<file path="config.mk">
export PLATFORM = sky130hd
export DESIGN_NAME = demux_1_to_3_buffered
export DESIGN_NICKNAME = d
export VERILOG_FILES = /design/src/rtl/demux_1_to_3_buffered.sv
export SDC_FILE = /design/constraint.sdc
export NUM_CORES = 1
export LEC_CHECK = 0
export ABC_AREA = 1
export BUFFER_PORTS_ARGS = -buffer_cell sky130_fd_sc_hd__buf_4
export CAP_MARGIN = 5
export CORE_MARGIN = 4
export CORE_UTILIZATION = 40
export DETAILED_ROUTE_END_ITERATION = 8
export GPL_TIMING_DRIVEN = 0
export PLACE_DENSITY_LB_ADDON = 0.05
export SETUP_SLACK_MARGIN = 0.1
export SYNTH_ARGS = -nofsm -noshare
export SYNTH_HDL_FRONTEND = slang
export SYNTH_SLANG_ARGS = --single-unit
</file>
<file path="constraint.sdc">
create_clock -name clk -period 4.05 [get_ports clk]
set_input_delay 0.81 -clock clk [delete_from_list [all_inputs] [get_ports clk]]
set_output_delay 0.81 -clock clk [all_outputs]
set_load 0.05 [all_outputs]
</file>
<file path="src/rtl/demux_1_to_3_buffered.sv">
// rtl/demux_1_to_3_buffered.sv - steer one source onto three held, handshaked destination buffers
// Each destination slot is a one-entry EMPTY/FULL buffer with a saturating delivery counter.

module demux_1_to_3_slot #(
    parameter int WIDTH = 8,
    parameter int CNT_W = 8
) (
    input  logic             clk,
    input  logic             rst,
    input  logic             accept,
    input  logic [WIDTH-1:0] wdata,
    input  logic             take,
    output logic [WIDTH-1:0] data,
    output logic             valid,
    output logic             space,
    output logic [CNT_W-1:0] cnt
);
    typedef enum logic {EMPTY = 1'b0, FULL = 1'b1} state_t;

    state_t state;

    localparam logic [CNT_W-1:0] CNT_ONE = {{(CNT_W-1){1'b0}}, 1'b1};

    always_ff @(posedge clk) begin
        if (rst) begin
            state <= EMPTY;
            data  <= '0;
            cnt   <= '0;
        end else begin
            case (state)
                EMPTY: begin
                    if (accept) begin
                        state <= FULL;
                        data  <= wdata;
                    end
                end
                FULL: begin
                    // A refill in the same cycle as a consume keeps the slot full (no bubble).
                    if (accept) begin
                        data <= wdata;
                    end else if (take) begin
                        state <= EMPTY;
                    end
                    if (take && (cnt != '1)) begin
                        cnt <= cnt + CNT_ONE;
                    end
                end
                default: state <= EMPTY;
            endcase
        end
    end

    assign valid = (state == FULL);
    assign space = (state == EMPTY) | take;
endmodule

module demux_1_to_3_buffered #(
    parameter int WIDTH = 8,
    parameter int CNT_W = 8
) (
    input  logic             clk,
    input  logic             rst,
    input  logic [WIDTH-1:0] in_data,
    input  logic             in_valid,
    input  logic [1:0]       in_dest,
    output logic             in_ready,
    output logic [WIDTH-1:0] out_first,
    output logic [WIDTH-1:0] out_second,
    output logic [WIDTH-1:0] out_third,
    output logic             valid_first,
    output logic             valid_second,
    output logic             valid_third,
    input  logic             ready_first,
    input  logic             ready_second,
    input  logic             ready_third,
    output logic             err_dest,
    output logic [CNT_W-1:0] cnt_first,
    output logic [CNT_W-1:0] cnt_second,
    output logic [CNT_W-1:0] cnt_third
);
    logic space_first;
    logic space_second;
    logic space_third;
    logic accepted;

    always_comb begin
        in_ready = 1'b1;
        case (in_dest)
            2'd0:    in_ready = space_first;
            2'd1:    in_ready = space_second;
            2'd2:    in_ready = space_third;
            default: in_ready = 1'b1;
        endcase
    end

    assign accepted = in_valid & in_ready;

    demux_1_to_3_slot #(.WIDTH(WIDTH), .CNT_W(CNT_W)) u_first (
        .clk    (clk),
        .rst    (rst),
        .accept (accepted & (in_dest == 2'd0)),
        .wdata  (in_data),
        .take   (ready_first),
        .data   (out_first),
        .valid  (valid_first),
        .space  (space_first),
        .cnt    (cnt_first)
    );

    demux_1_to_3_slot #(.WIDTH(WIDTH), .CNT_W(CNT_W)) u_second (
        .clk    (clk),
        .rst    (rst),
        .accept (accepted & (in_dest == 2'd1)),
        .wdata  (in_data),
        .take   (ready_second),
        .data   (out_second),
        .valid  (valid_second),
        .space  (space_second),
        .cnt    (cnt_second)
    );

    demux_1_to_3_slot #(.WIDTH(WIDTH), .CNT_W(CNT_W)) u_third (
        .clk    (clk),
        .rst    (rst),
        .accept (accepted & (in_dest == 2'd2)),
        .wdata  (in_data),
        .take   (ready_third),
        .data   (out_third),
        .valid  (valid_third),
        .space  (space_third),
        .cnt    (cnt_third)
    );

    // Illegal destination: word is dropped, only a one-cycle error pulse remains.
    always_ff @(posedge clk) begin
        if (rst) begin
            err_dest <= 1'b0;
        end else begin
            err_dest <= accepted & (in_dest == 2'd3);
        end
    end
endmodule
</file>
==> metrics.md <==
| Metric | Value |
|---|---|
| YS warnings | `0` |
| FMAX | `roughly 0.37 GHz` |
| R2R setup slack | `2.45 ns` |
| Max Buffers Root-to-Sink | `2` |
| Initial Utilization | `about two fifths` |
| Die area | `between 0.007 and 0.008 mm^2` |
| GPL Wtd Cong | `0.837` |
| Die X | `88.8 um` |
| Commonest cells after routing, fill and taps aside | `nand2_1, inv_1, buf_4` |
| Mapped Nets | `between 400 and 500` |
| Largest net degree at the start of global routing | `16` |
| Total negative slack | `0 ns` |
| First-pass GRT wire length | `about 10000 um` |
| Outcome | `finished, final reports clean` |
| Seq/Total Area, Yosys | `about two fifths` |
| RSZ-0062 raised after global routing | `false` |
| Syn Std Cell Area | `approximately 0.0026 mm^2` |
| Clock sinks | `52` |
| Worst Reg2Reg Path Length in Cells | `8` |
| Critical Path Fanout Max | `10` |
| Mean Syn Cell Area | `6.67 um^2` |
| DP HPWL | `roughly 4700 um` |
| Power Dens Cells | `a little over 300 mW/mm^2` |
| Setup Slack @ Placement | `roughly 1.4 ns` |
| Count of final setup violators | `0` |
| DRC violations left | `0` |
| CP arrival | `roughly 1.9 ns` |
| Vias per inst | `~4.7` |
| Root buffer cell | `clkbuf_8` |
| Measured slew at the worst slew-check pin | `between 0.6 and 0.7 ns` |
| Area grow syn2layout | `26.2%` |
| Clock Skew | `between 0.009 and 0.01 ns` |
| Worst min path class | `flip-flop to flip-flop` |
| Post-synth cell types | `26` |
| Hold EP | `u_second.cnt[6]` |
| Diodes inserted | `0` |
| Antenna violations before repair | `0` |
| Pins Over Slew Limit | `0` |
| Layout cells sized above 1 | `between 10% and 20%` |
| Number of port buffers | `66` |
| Post-CTS Hold Buffers | `0` |
| Via count | `between 2000 and 3000` |
| Max Used Layer | `met4` |
| Final Cell Area | `0.00330 mm^2` |
| Post-route setup slack | `between 1 and 1.5 ns` |
| Fin. Hold Viols | `0` |
| Wire length per cell | `11.5 um` |
| Max Cap Viol | `0` |
| Post-CTS Setup Inserts | `0` |
| H-tree depth | `2` |
| Final worst path period share | `roughly 67%` |
| Leak Pwr | `around 1.6 nW` |
| Worst EP required | `3.24 ns` |
| Final WL | `approximately 6300 um` |
| Wl on met1 | `roughly 2900 um` |
| Synth Register Bits | `52` |
| Cts repair resizes | `0` |
| Placed cell areas | `approximately 0.0032 mm^2` |
| Reg2reg end | `u_third.cnt[4]` |
| Vias in the first global route | `2220` |
| Worst reg2reg startpoint | `u_third.cnt[0]` |
| Worst ir drop on vdd | `~0.16 mV` |
| CTS tree | `done` |
| Detail Route Antenna Nets | `0` |
| Minimum clock period after layout | `~2.7 ns` |
| Commonest non-fill, non-tap cell in the layout | `nand2_1` |
| Slew HR | `55.8%` |
| Row count | `29` |
| Metal3 WL | `435 um` |
| HP Start | `u_second.cnt[6]` |
| Cells after synthesis | `approximately 400` |
| Hold path depth | `2` |
| Layout Nets | `484` |
| CTS buffer count | `5` |
| Total track usage | `~17%` |
| Placed Cells | `535` |
| Core Region | `roughly 0.0063 mm^2` |
| CTS clk-pin slew, worst paths | `roughly 0.090 ns` |
| I/O pin total | `a little under 70` |
| Crit path launch type | `primary input` |
| Worst-Skew Late Latency | `0.31 ns` |
| Global route overflow | `0` |
| Final cell count without fillers | `~540` |
| 1st-pass router iterations | `4` |
| Die Y | `slightly below 90 um` |
| Initial DRC count | `103` |
| Detail Route met2 WL | `2790 um` |
| Crit path capture type | `output pin` |
| WS Path Type | `primary input to output pin` |
-- where the power goes --
| group | internal (mW) | leakage, nW | switching, mW |
|---|---|---|---|
| combinational | 0.0526 | 1.11 | 0.119 |
| sequential | 0.525 | 0.422 | 0.00809 |
| clock | 0.139 | 0.0445 | 0.173 |
| total | 0.717 | 1.57 | 0.301 |
-- area by class of cell --
| cell class | instances | area (um^2) |
|---|---|---|
| Clock buffer | 7 | 86.3 |
| Tap cell | 77 | 96.3 |
| Sequential cell | 52 | 1040 |
| Inverter | 81 | 304 |
| Buffer | 11 | 53.8 |
| Fill cell | 665 | 3050 |
| Clock inverter | 1 | 7.51 |
| Multi-Input combinational cell | 248 | 1210 |
| Timing Repair Buffer | 66 | 495 |
-- worst max-delay path: stages --
cell and delay, ns:
buf_4 0.14, nor2_4 0.25, o21ai_1 0.12, nand3_2 0.10, buf_2 0.22, buf_4 0.24
-- layer usage --
| metal | track usage (%) | vias to the layer above |
|---|---|---|
| li1 | - | 1355 |
| met1 | 22.1 | 1124 |
| met2 | 25.9 | 62 |
| met3 | 4.47 | 10 |
| met4 | 5.08 | 0 |
| met5 | 0 | - |
-- per-stage QoR --
stage                     power [mW]  hold slack [ns]  utilization [%]
after floorplan                0.664            0.690                -
after global placement         0.716            0.488             50.5
after detailed placement       0.718            0.487             50.5
after CTS                       1.03            0.503             52.0
after global routing            1.07            0.536             52.0
final                           1.02            0.502             52.0
-- how the worst max path moves through the flow --
stage,from,to,cells after the start
final,in_dest[1],in_ready,6
after global routing,in_dest[1],in_ready,6
after CTS,in_dest[1],in_ready,6
after detailed placement,in_dest[1],in_ready,6
after global placement,in_dest[1],in_ready,6
after floorplan,in_dest[1],in_ready,4
-- cells in the mapped netlist --
cell type	number	area (um^2)
nor2_4	2	22.5
or2_2	2	12.5
xor2_1	7	61.3
buf_1	1	3.75
clkbuf_1	7	26.3
o21ai_1	1	5.00
a21oi_1	20	100
nand2_2	1	6.26
o21ai_0	8	40.0
nand3_1	18	90.1
ha_1	3	37.5
buf_4	1	7.51
nand4_1	29	181
buf_6	1	11.3
nand2_1	97	364
nand3b_1	2	15.0
nand3_2	1	10.0
clkinv_1	1	3.75
inv_2	1	3.75
xnor2_1	2	17.5
nor2_1	49	184
nand3_4	3	52.6
inv_1	79	297
dfxtp_1	52	1040
nor3_1	3	15.0
buf_2	1	5.00
-- registers in the layout, indices dropped and copies added (netlist names) --
| register | count |
|---|---|
| err_dest | 1 |
| u_third.valid | 1 |
| u_first.valid | 1 |
| u_second.cnt | 8 |
| u_first.data | 8 |
| u_first.cnt | 8 |
| u_third.data | 8 |
| u_second.valid | 1 |
| u_third.cnt | 8 |
| u_second.data | 8 |
-- cells by family after synthesis --
family | share of synthesized area (%)
xor gates and xnor gates | 3.02
adders and majority gates | 1.44
and+or+nand+nor | 36.5
DFF | 39.8
AOI/OAI and AO/OA | 5.55
buffers and inverters | 13.7
Note: power is estimated with default switching activity, not from simulation.
